$ cat config.mk
export PLATFORM = sky130hd
export DESIGN_NAME = baud_gen_prog_flat
export DESIGN_NICKNAME = d
export VERILOG_FILES = /design/src/rtl/baud_gen_prog_if.sv /design/src/rtl/baud_gen_prog.sv /design/src/flat_wrapper.sv
export SDC_FILE = /design/constraint.sdc
export NUM_CORES = 1
export LEC_CHECK = 0
export CORE_UTILIZATION = 35
export CTS_BUF_LIST = sky130_fd_sc_hd__clkbuf_4 sky130_fd_sc_hd__clkbuf_8 sky130_fd_sc_hd__clkbuf_16
export CTS_CLUSTER_DIAMETER = 40
export DETAILED_ROUTE_END_ITERATION = 16
export PLACE_DENSITY = 0.56
export SYNTH_ARGS = -nofsm -noshare
export SYNTH_HDL_FRONTEND = slang
export SYNTH_SLANG_ARGS = --single-unit
$ cat constraint.sdc
create_clock -name i_clk -period 6 [get_ports i_clk]
set_input_delay 1.2 -clock i_clk [delete_from_list [all_inputs] [get_ports i_clk]]
set_output_delay 1.2 -clock i_clk [all_outputs]
set_load 0.05 [all_outputs]
$ cat src/rtl/baud_gen_prog_if.sv
// Control and strobe bundle between a UART and its baud generator.
// The i_frac field exists only when BAUD_FRAC_EN is defined.
interface baud_gen_prog_if #(
    parameter int DIV_W = 16
);
    logic             i_en;
    logic [DIV_W-1:0] i_div;
    logic             i_div_load;
`ifdef BAUD_FRAC_EN
    logic [3:0]       i_frac;
`endif
    logic             i_tx_sync;
    logic             rx_enb;
    logic             tx_enb;
    logic             o_div_err;

    modport master (
        output i_en, i_div, i_div_load, i_tx_sync,
`ifdef BAUD_FRAC_EN
        output i_frac,
`endif
        input  rx_enb, tx_enb, o_div_err
    );

    modport slave (
        input  i_en, i_div, i_div_load, i_tx_sync,
`ifdef BAUD_FRAC_EN
        input  i_frac,
`endif
        output rx_enb, tx_enb, o_div_err
    );
endinterface

$ cat src/rtl/baud_gen_prog.sv
// Programmable rx/tx baud strobe generator with shadowed divisor loads and tx re-sync.
// Define BAUD_FRAC_EN to add the 4-bit fractional divisor and its accumulator.
module baud_gen_prog #(
    parameter int DIV_W       = 16,
    parameter int OVERSAMPLE  = 16,
    parameter int DEFAULT_DIV = 326
) (
    input  logic            i_clk,
    input  logic            i_rst_n,
    baud_gen_prog_if.slave  bus
);
    localparam int OS_W = (OVERSAMPLE > 1) ? $clog2(OVERSAMPLE) : 1;

    logic [DIV_W-1:0] div_act;
    logic [DIV_W-1:0] div_shd;
    logic             pend;
    logic [DIV_W-1:0] rx_cnt;
    logic [OS_W-1:0]  os_cnt;
    logic             rx_enb_q;
    logic             tx_enb_q;
    logic             div_err_q;

    logic             load_ok;
    logic [DIV_W-1:0] div_shd_nx;
    logic             pend_nx;
    logic [DIV_W-1:0] wrap_val;
    logic             wrap;
    logic             apply;

    assign load_ok    = bus.i_div_load && (bus.i_div != '0);
    assign div_shd_nx = load_ok ? bus.i_div : div_shd;
    assign pend_nx    = load_ok || pend;

`ifdef BAUD_FRAC_EN
    logic [3:0] frac_act;
    logic [3:0] frac_shd;
    logic [3:0] frac_acc;
    logic       ext;
    logic [3:0] frac_shd_nx;
    logic [3:0] frac_act_nx;
    logic [4:0] frac_sum;

    assign frac_shd_nx = load_ok ? bus.i_frac : frac_shd;
    assign frac_act_nx = apply ? frac_shd_nx : frac_act;
    assign frac_sum    = {1'b0, frac_acc} + {1'b0, frac_act_nx};
    // A carry out of the accumulator stretches the following period by one cycle.
    assign wrap_val    = div_act - DIV_W'(1) + {{(DIV_W-1){1'b0}}, ext};
`else
    assign wrap_val    = div_act - DIV_W'(1);
`endif

    assign wrap  = (rx_cnt == wrap_val);
    // Pending divisors only land on a period boundary, so no period is ever cut short.
    assign apply = pend_nx && (!bus.i_en || bus.i_tx_sync || wrap);

    always_ff @(posedge i_clk or negedge i_rst_n) begin
        if (!i_rst_n) begin
            div_act   <= DIV_W'(DEFAULT_DIV);
            div_shd   <= DIV_W'(DEFAULT_DIV);
            pend      <= 1'b0;
            rx_cnt    <= '0;
            os_cnt    <= '0;
            rx_enb_q  <= 1'b0;
            tx_enb_q  <= 1'b0;
            div_err_q <= 1'b0;
`ifdef BAUD_FRAC_EN
            frac_act  <= '0;
            frac_shd  <= '0;
            frac_acc  <= '0;
            ext       <= 1'b0;
`endif
        end else begin
            div_err_q <= bus.i_div_load && (bus.i_div == '0);
            div_shd   <= div_shd_nx;
            pend      <= pend_nx && !apply;
            if (apply) begin
                div_act <= div_shd_nx;
            end
`ifdef BAUD_FRAC_EN
            frac_shd <= frac_shd_nx;
            frac_act <= frac_act_nx;
`endif
            if (bus.i_tx_sync || !bus.i_en) begin
                rx_cnt   <= '0;
                os_cnt   <= '0;
                rx_enb_q <= 1'b0;
                tx_enb_q <= 1'b0;
`ifdef BAUD_FRAC_EN
                frac_acc <= '0;
                ext      <= 1'b0;
`endif
            end else if (wrap) begin
                rx_cnt   <= '0;
                rx_enb_q <= 1'b1;
                if (os_cnt == OS_W'(OVERSAMPLE - 1)) begin
                    os_cnt   <= '0;
                    tx_enb_q <= 1'b1;
                end else begin
                    os_cnt   <= os_cnt + OS_W'(1);
                    tx_enb_q <= 1'b0;
                end
`ifdef BAUD_FRAC_EN
                frac_acc <= frac_sum[3:0];
                ext      <= frac_sum[4];
`endif
            end else begin
                rx_cnt   <= rx_cnt + DIV_W'(1);
                rx_enb_q <= 1'b0;
                tx_enb_q <= 1'b0;
            end
        end
    end

    assign bus.rx_enb    = rx_enb_q;
    assign bus.tx_enb    = tx_enb_q;
    assign bus.o_div_err = div_err_q;
endmodule

$ cat src/flat_wrapper.sv
// flat-port wrapper written by rule: the top's interface ports become plain ports
module baud_gen_prog_flat 
#(
    parameter int DIV_W       = 16,
    parameter int OVERSAMPLE  = 16,
    parameter int DEFAULT_DIV = 326
)
  (i_clk, i_rst_n, bus_i_en, bus_i_div, bus_i_div_load, bus_i_tx_sync, bus_rx_enb, bus_tx_enb, bus_o_div_err);
  baud_gen_prog_if #(.DIV_W(DIV_W)) bus_i ();
  input  logic i_clk;
  input  logic i_rst_n;
  input wire logic [$bits(bus_i.i_en)-1:0] bus_i_en;
  input wire logic [$bits(bus_i.i_div)-1:0] bus_i_div;
  input wire logic [$bits(bus_i.i_div_load)-1:0] bus_i_div_load;
  input wire logic [$bits(bus_i.i_tx_sync)-1:0] bus_i_tx_sync;
  output wire logic [$bits(bus_i.rx_enb)-1:0] bus_rx_enb;
  output wire logic [$bits(bus_i.tx_enb)-1:0] bus_tx_enb;
  output wire logic [$bits(bus_i.o_div_err)-1:0] bus_o_div_err;
  assign bus_i.i_en = bus_i_en;
  assign bus_i.i_div = bus_i_div;
  assign bus_i.i_div_load = bus_i_div_load;
  assign bus_i.i_tx_sync = bus_i_tx_sync;
  assign bus_rx_enb = bus_i.rx_enb;
  assign bus_tx_enb = bus_i.tx_enb;
  assign bus_o_div_err = bus_i.o_div_err;
  baud_gen_prog #(.DIV_W(DIV_W), .OVERSAMPLE(OVERSAMPLE), .DEFAULT_DIV(DEFAULT_DIV)) u_core (.i_clk(i_clk), .i_rst_n(i_rst_n), .bus(bus_i));
endmodule
Word-level counts from Yosys, hierarchy flattened
Index checks and enable logic that the tools add are counted.

storage, ports and cells
  input bits = 21
  memories = 0
  output and inout port bits = 3
  bits in writable memories = 0
  bits in latches = 0
  bits in registers = 56
  logic and storage cells = 36
  ROM bits = 0

cells by class
  equality and inequality tests = 2
  divide/modulo/power cells = 0
  reduce and logical (&&, ||, !) cells = 12
  shift operators = 0
  multiply operators = 0
  $lt $le $gt $ge = 0
  bitwise operators = 0
  mux-type cells = 11
  $add $sub $neg = 3

operators with widths
  kind                   number
  $mux 16                3
  $add 16x1->16 const B  1
  $eq 16x16->1           1
  $logic_not 16->1       1
  $reduce_bool 16->1     1
  $sub 16x1->16 const B  1
  $mux 4                 3
  $mux 1                 5
  $add 4x1->4 const B    1
  $eq 4x4->1 const B     1
  $logic_and 1x1->1      4
  $logic_or 1x1->1       3
  $logic_not 1->1        2
  $reduce_bool 2->1      1

Longest topological paths before layout
Gate-level depths: netlist of run 1.

  depth after elaboration = 6
  mapped depth = 11
  gate-level depth less buffers = 9

Worst setup path after synthesis of run 1
No wires, ideal clock.

  path kind = flip-flop to flip-flop
  start point = reg u_core.div_act[0]
  end point = reg u_core.div_act[0]
  required time = 5.875 ns
  buffers on the path = 2
  setup time = 0.125 ns
  data arrival time = 3.054 ns
  setup slack = 2.821 ns
  clock period less this slack = 3.179 ns
  stages on the path, launching flop included = 12
  cells stage by stage = dfrtp_1 -> inv_1 -> ha_1 -> or4b_2 -> nor4_1 -> and3_1 -> o32ai_1 -> or3_1 -> buf_6 -> o21ai_4 -> buf_12 -> mux2_4

on the way
  cells in the longest elaborated chain, start to end = 4

RTL lines
  element                   RTL line             RTL
  start: declaration        baud_gen_prog.sv:14  logic [DIV_W-1:0] div_act;
  start signal: assignment  baud_gen_prog.sv:58  div_act <= DIV_W'(DEFAULT_DIV);
  start signal: assignment  baud_gen_prog.sv:77  div_act <= div_shd_nx;
  $sub 16x1->16             baud_gen_prog.sv:49  assign wrap_val = div_act - DIV_W'(1);
  $eq 16x16->1              baud_gen_prog.sv:52  assign wrap = (rx_cnt == wrap_val);
  $logic_or 1x1->1          baud_gen_prog.sv:54  assign apply = pend_nx && (!bus.i_en || bus.i_tx_sync || wrap);
  $logic_and 1x1->1         baud_gen_prog.sv:54

No other way between the ends.
A chain may end at the register's enable or synchronous reset.

Final worst setup path of run 1
  start point = reg u_core.div_act[0]
  end point = reg u_core.div_act[10]

Same word-level chain as after synthesis.

==> results.json, run 1 <==
{
  "firstDrtPassIters": 4,
  "area_growth_pct": 12.7,
  "outcome": "completed",
  "reg2reg_from": "u_core.div_act[0]",
  "ys_ff_latch": 56,
  "ios": 24,
  "finalClockSkew_ns": 0.00586,
  "hold_viol_final": 0,
  "clk_pin_slew_ns": 0.10,
  "drcViolationCount": 0,
  "ys_seq_area_share_pct": 47.0,
  "syn_area_um2": 3000,
  "yosysWarnings": 0,
  "cts.path.max_buffers": 2,
  "r2r_setup_slack_ns": 2.22,
  "cts_tree": "yes",
  "hp-class": "flip-flop to flip-flop",
  "syn-instance-count": 270,
  "hpwl_mm": 4.24,
  "track_usage_pct": 15.2,
  "ys_async_sr_fraction_pct": 100,
  "htreeDepth": 2,
  "drtIter0Drc": 97,
  "fin_crit_sh_pct": 63.0,
  "cap_violations": 0,
  "grt_max_degree": 57,
  "p_seq_share_pct": 55.5,
  "synth.avg_cell_area_um2": 11.1,
  "wl_per_cell_um": 14.7,
  "grt_setup_unrepaired": "false",
  "fin_area_um2": 3380,
  "start_util_pct": 36.3,
  "ant_nets": 0,
  "worst_hold_slack_ns": 0.504,
  "globalplace.congestion": 0.743,
  "n_antenna_cell": 0,
  "antenna_found_initial": 0,
  "post-cts-setup-buffers": 0,
  "critPathLaunchType": "flip-flop",
  "clock-root-buffer": "clkbuf_8",
  "postCtsResizedCells": 0,
  "power.switching_uw": 236,
  "slew_headroom_pct": 52.3,
  "whs_endpoint": "u_core.div_shd[10]",
  "min_period_ns": 3.78,
  "cts.sinks": 56,
  "pwr-share-comb_pct": 18.7,
  "tns_ns": 0,
  "finalSetupViolations": 0,
  "p_per_area_nw_per_um2": 243,
  "synth_flop_cell": "dfrtp_1",
  "end_kind": "flip-flop",
  "grt-ovfl-total": 0,
  "synth_edf_count": 0,
  "worstHoldStart": "u_core.div_shd[10]",
  "hold_depth": 1,
  "leakage_uw": 0.00137,
  "power.internal_uw": 587,
  "crit_arrival_ns": 3.99,
  "port_buffers": 23,
  "fmax_mhz": 264,
  "hold_buffers": 0,
  "ys_types": 52,
  "chipWidth_um": 94.6,
  "worst_pin_slew_ns": 0.716,
  "synth_fp_nets": 294,
  "p_total_uw": 823,
  "worstReg2RegEnd": "u_core.div_act[10]",
  "grt_pass1_wl_mm": 10.5,
  "numCtsBuffers": 5,
  "drt_wl_total_mm": 5.83,
  "dr_total_vias": 1963,
  "crit_fanout": 16,
  "final_common_cell": "dfrtp_1",
  "die_h_um": 94.6,
  "clk_latency_ns": 0.31,
  "via_per_inst": 4.96,
  "dieArea_um2": 8950,
  "design.core.area_um2": 8260,
  "clock_power_share_pct": 25.8,
  "num-nets-final": 314,
  "p_sw_share_pct": 28.7,
  "drive_gt1_share_pct": 21.0,
  "first_global_vias": 2124,
  "finalMaxSlewViolations": 0,
  "cp.required_ns": 6.21,
  "dpl_cell_area_um2": 3290,
  "num_rows": 33,
  "critPathKind": "flip-flop to flip-flop",
  "final_cell_mix": "dfrtp_1, nor2_1, mux2_2, clkdlybuf4s50_1, xor2_1",
  "r2r_cells": 9,
  "peakVddDrop_v": 0.000103
}
## worst max-delay path by stage
stage / to / cells after the start / slack [ns] / start
after floorplan: u_core.div_act[0] / 11 / 2.82 / u_core.div_act[0]
after global placement: u_core.div_act[3] / 8 / 2.15 / bus_i_div[14]
after detailed placement: u_core.div_act[11] / 8 / 2.13 / bus_i_div[13]
after CTS: u_core.div_act[10] / 9 / 2.19 / u_core.div_act[0]
after global routing: u_core.div_act[5] / 9 / 1.98 / u_core.div_act[0]
final: u_core.div_act[10] / 9 / 2.22 / u_core.div_act[0]
## power by group through the flow
stage                     clock [uW]  sequential (uW)  combinational [uW]
final                            212              457                 154
after CTS                        224              457                 156
after global placement             0              465                 153
after detailed placement           0              465                 156
after global routing             236              463                 174
after floorplan                    0              443                 130
## critical path: stages (launching register included)
cell     delay [ns]
dfrtp_1        0.47
inv_1          0.09
ha_1           0.24
or4b_2         0.69
nor4_1         0.30
and3_1         0.23
o32ai_1        0.11
or3_1          0.53
o21ai_4        0.60
mux2_2         0.40
## per-layer routing
layer	part of all wire (%)	track usage, %	wire [um]
met1	49	19.9	2840
met2	48	25.6	2820
met3	1.8	2.66	103
met4	1.2	4.55	72
met5	0	0	0
## synth_stat cells, types with 3 or more instances
master,count,area share (%)
nand3_1,11,1.8
inv_1,5,0.63
mux2_4,10,5.0
xor2_1,17,5.0
nor2b_1,4,0.83
dfrtp_1,48,40
and3_1,5,1.0
nor2_1,26,3.3
o211ai_1,3,0.75
clkbuf_1,6,0.75
mux2_2,22,8.3
a211oi_1,3,0.75
ha_1,3,1.3
xnor2_1,13,3.8
nand4_1,4,0.83
nor4_1,10,2.1
a21oi_1,5,0.83
nand2_1,14,1.8
dfstp_2,8,7.0
o21ai_0,4,0.67
nor3_1,9,1.5
## through the flow
stage | utilization, % | instances | worst slack (ns)
floorplan | - | 270 | 2.82
global placement | 39.8 | 388 | 2.15
detailed placement | 39.8 | 388 | 2.13
CTS | 41.0 | 396 | 2.19
global route | 41.0 | 396 | 1.98
finish | 41.0 | 396 | 2.22
## final cells by class
class / instances / area, um2
clock buffer: 6 / 76.3
fill: 807 / 4880
timing repair buffer: 24 / 233
sequential: 56 / 1410
clock inverter: 2 / 16.3
multi-input combinational: 198 / 1500
tap: 105 / 131
inverter: 5 / 18.8
## registers in the layout, indices dropped and copies added (netlist names)
name / cells
u_core.bus.o_div_err: 1
u_core.bus.rx_enb: 1
u_core.bus.tx_enb: 1
u_core.div_act: 16
u_core.div_shd: 16
u_core.os_cnt: 4
u_core.pend: 1
u_core.rx_cnt: 16
## logic make-up (layout without fill, tap and decap cells)
group | Yosys count | count (layout) | synth area share [%]
compound gates | 27 | 27 | 6.59
flops | 56 | 56 | 47.0
simple gates | 104 | 104 | 19.3
xor+xnor | 30 | 30 | 8.76
mux | 34 | 34 | 13.9
buf+inv | 16 | 37 | 3.13
fa+ha+maj | 3 | 3 | 1.25
(Power assumes the default switching activity.)
==> inputs of run 2 (changes only) <==
Settings changed: PLACE_DENSITY 0.56 to 0.57.
Clock period 6 ns to 3.2 ns, I/O delays scaled along.
==> run 2 against run 1 <==
Compared with the run above: critical path type unchanged; final area is 4.9% higher; worst hold slack worse by 0.058 ns; register-to-register slack worse by 2.1 ns; die area stayed put; worst setup slack worse by 2.1 ns.
==> results.json, run 2 (synthesis gave the netlist of run 1 again) <==
{
  "outcome": "completed",
  "cts.path.max_buffers": 2,
  "final_cell_mix": "dfrtp_1, nor2_1, mux2_2, clkdlybuf4s50_1, xor2_1",
  "crit_family": "simple AND/OR/NAND/NOR gates",
  "globalplace.congestion": 0.861,
  "leakage_uw": 0.00146,
  "port_buffers": 23,
  "worst_pin_slew_ns": 0.709,
  "clock-root-buffer": "clkbuf_8",
  "post-cts-setup-buffers": 0,
  "num-nets-final": 328,
  "dieArea_um2": 8950,
  "slew_headroom_pct": 52.7,
  "r2r_setup_slack_ns": 0.13,
  "postCtsResizedCells": 0,
  "peakVddDrop_v": 0.000181,
  "pwr-share-comb_pct": 20.7,
  "die_h_um": 94.6,
  "hold_viol_final": 0,
  "hold_buffers": 0,
  "via_per_inst": 5.06,
  "crit_fanout": 16,
  "first_global_vias": 2087,
  "fin_crit_sh_pct": 95.9,
  "min_period_ns": 3.07,
  "r2r_cells": 8,
  "drtIter0Drc": 97,
  "grt_pass1_wl_mm": 10.6,
  "clock_power_share_pct": 28.7,
  "cp_cell_sequence": "or4_4, nor4_4, nand3_1, a221o_1, or3_1, o21ai_4, buf_12, mux2_2",
  "power.switching_uw": 464,
  "p_sw_share_pct": 27.9,
  "worst-path-buf-inv": 1,
  "hpwl_mm": 4.49,
  "finalClockSkew_ns": 0.00552,
  "clk_latency_ns": 0.31,
  "start_util_pct": 36.3,
  "finalMaxSlewViolations": 0,
  "track_usage_pct": 15.2,
  "hp-class": "input port to async pin",
  "grt_setup_unrepaired": "false",
  "cp.required_ns": 3.41,
  "critPathKind": "flip-flop to flip-flop",
  "reg2reg_from": "u_core.div_act[0]",
  "num_rows": 33,
  "critPathLaunchType": "flip-flop",
  "crit_arrival_ns": 3.28,
  "chipWidth_um": 94.6,
  "top_regs": "u_core.div_act (16), u_core.div_shd (16), u_core.rx_cnt (16)",
  "fmax_mhz": 326,
  "crit_path_max_incr_delay_ns": 0.57,
  "drt_wl_total_mm": 6.07,
  "cts_tree": "yes",
  "worstReg2RegEnd": "u_core.div_act[5]",
  "antenna_found_initial": 0,
  "p_total_uw": 1660,
  "cts.sinks": 56,
  "end_kind": "flip-flop",
  "final_util_pct": 43.0,
  "final_common_cell": "dfrtp_1",
  "drive_gt1_share_pct": 25.6,
  "grt_max_degree": 57,
  "tns_ns": 0,
  "dr_total_vias": 2074,
  "slowest_stage": "or4_4",
  "firstDrtPassIters": 4,
  "htreeDepth": 2,
  "power.internal_uw": 1200,
  "area_growth_pct": 18.3,
  "drcViolationCount": 0,
  "clk_pin_slew_ns": 0.10,
  "p_seq_share_pct": 50.7,
  "ios": 24,
  "cap_violations": 0,
  "n_antenna_cell": 0,
  "grt-ovfl-total": 0,
  "design.core.area_um2": 8260,
  "ant_nets": 0,
  "finalSetupViolations": 0,
  "wl_per_cell_um": 14.8,
  "p_per_area_nw_per_um2": 469,
  "numCtsBuffers": 5
}
## run 2: cell types whose count changed in the layout (fill, tap and decap cells not counted), sizes merged
cell / previous run / this run
clkinv: 1 / 2
clkinvlp: 1 / 0
bufinv: 0 / 1
clkbuf: 6 / 5
buf: 2 / 16
## run 2: worst max-delay path by stage
stage / cells past startpoint / end / start
2_1_floorplan: 11 / u_core.div_act[0] / u_core.div_act[0]
3_3_place_gp: 10 / u_core.div_act[10] / u_core.div_act[0]
3_5_place_dp: 10 / u_core.div_act[5] / u_core.div_act[0]
4_1_cts: 10 / u_core.div_act[5] / u_core.div_act[0]
5_1_grt: 8 / u_core.div_act[7] / u_core.div_act[0]
6_report: 8 / u_core.div_act[5] / u_core.div_act[0]
## run 2: per-layer routing
| layer | GRT usage, % | part of all wire [%] |
|---|---|---|
| met1 | 21.7 | 49 |
| met2 | 24.2 | 47 |
| met3 | 2.66 | 2.7 |
| met4 | 3.41 | 0.87 |
| met5 | 0 | 0 |
## run 2: cell type report
type / instances / area (um2)
fill: 787 / 4710
sequential: 56 / 1410
clock buffer: 5 / 68.8
tap: 105 / 131
clock inverter: 3 / 47.5
inverter: 5 / 18.8
timing repair buffer: 38 / 350
multi-input combinational: 198 / 1520
## run 2: power groups by stage
| stage | sequential, uW | combinational [uW] | clock [uW] |
|---|---|---|---|
| after detailed placement | 854 | 340 | 0 |
| after global placement | 853 | 337 | 0 |
| after CTS | 840 | 342 | 495 |
| after global routing | 853 | 379 | 531 |
| final | 843 | 344 | 477 |
| after floorplan | 830 | 243 | 0 |
## run 2: worst reg2reg max path: stages, from the launching register on
cell and delay [ns]:
dfrtp_2 0.46, or4_4 0.57, nor4_4 0.24, nand3_1 0.16, a221o_1 0.38, or3_1 0.44, o21ai_4 0.19, buf_12 0.18
mux2_2 0.36
## run 2: per-stage QoR
stage               cells  area [um2]  hold slack, ns  setup WS (ns)
floorplan             270        3000           0.344         0.0209
global placement      402        3410           0.481          0.144
detailed placement    402        3410           0.485         0.0917
CTS                   410        3520           0.480         0.0682
global route          410        3550           0.500         0.0433
finish                410        3550           0.446          0.130
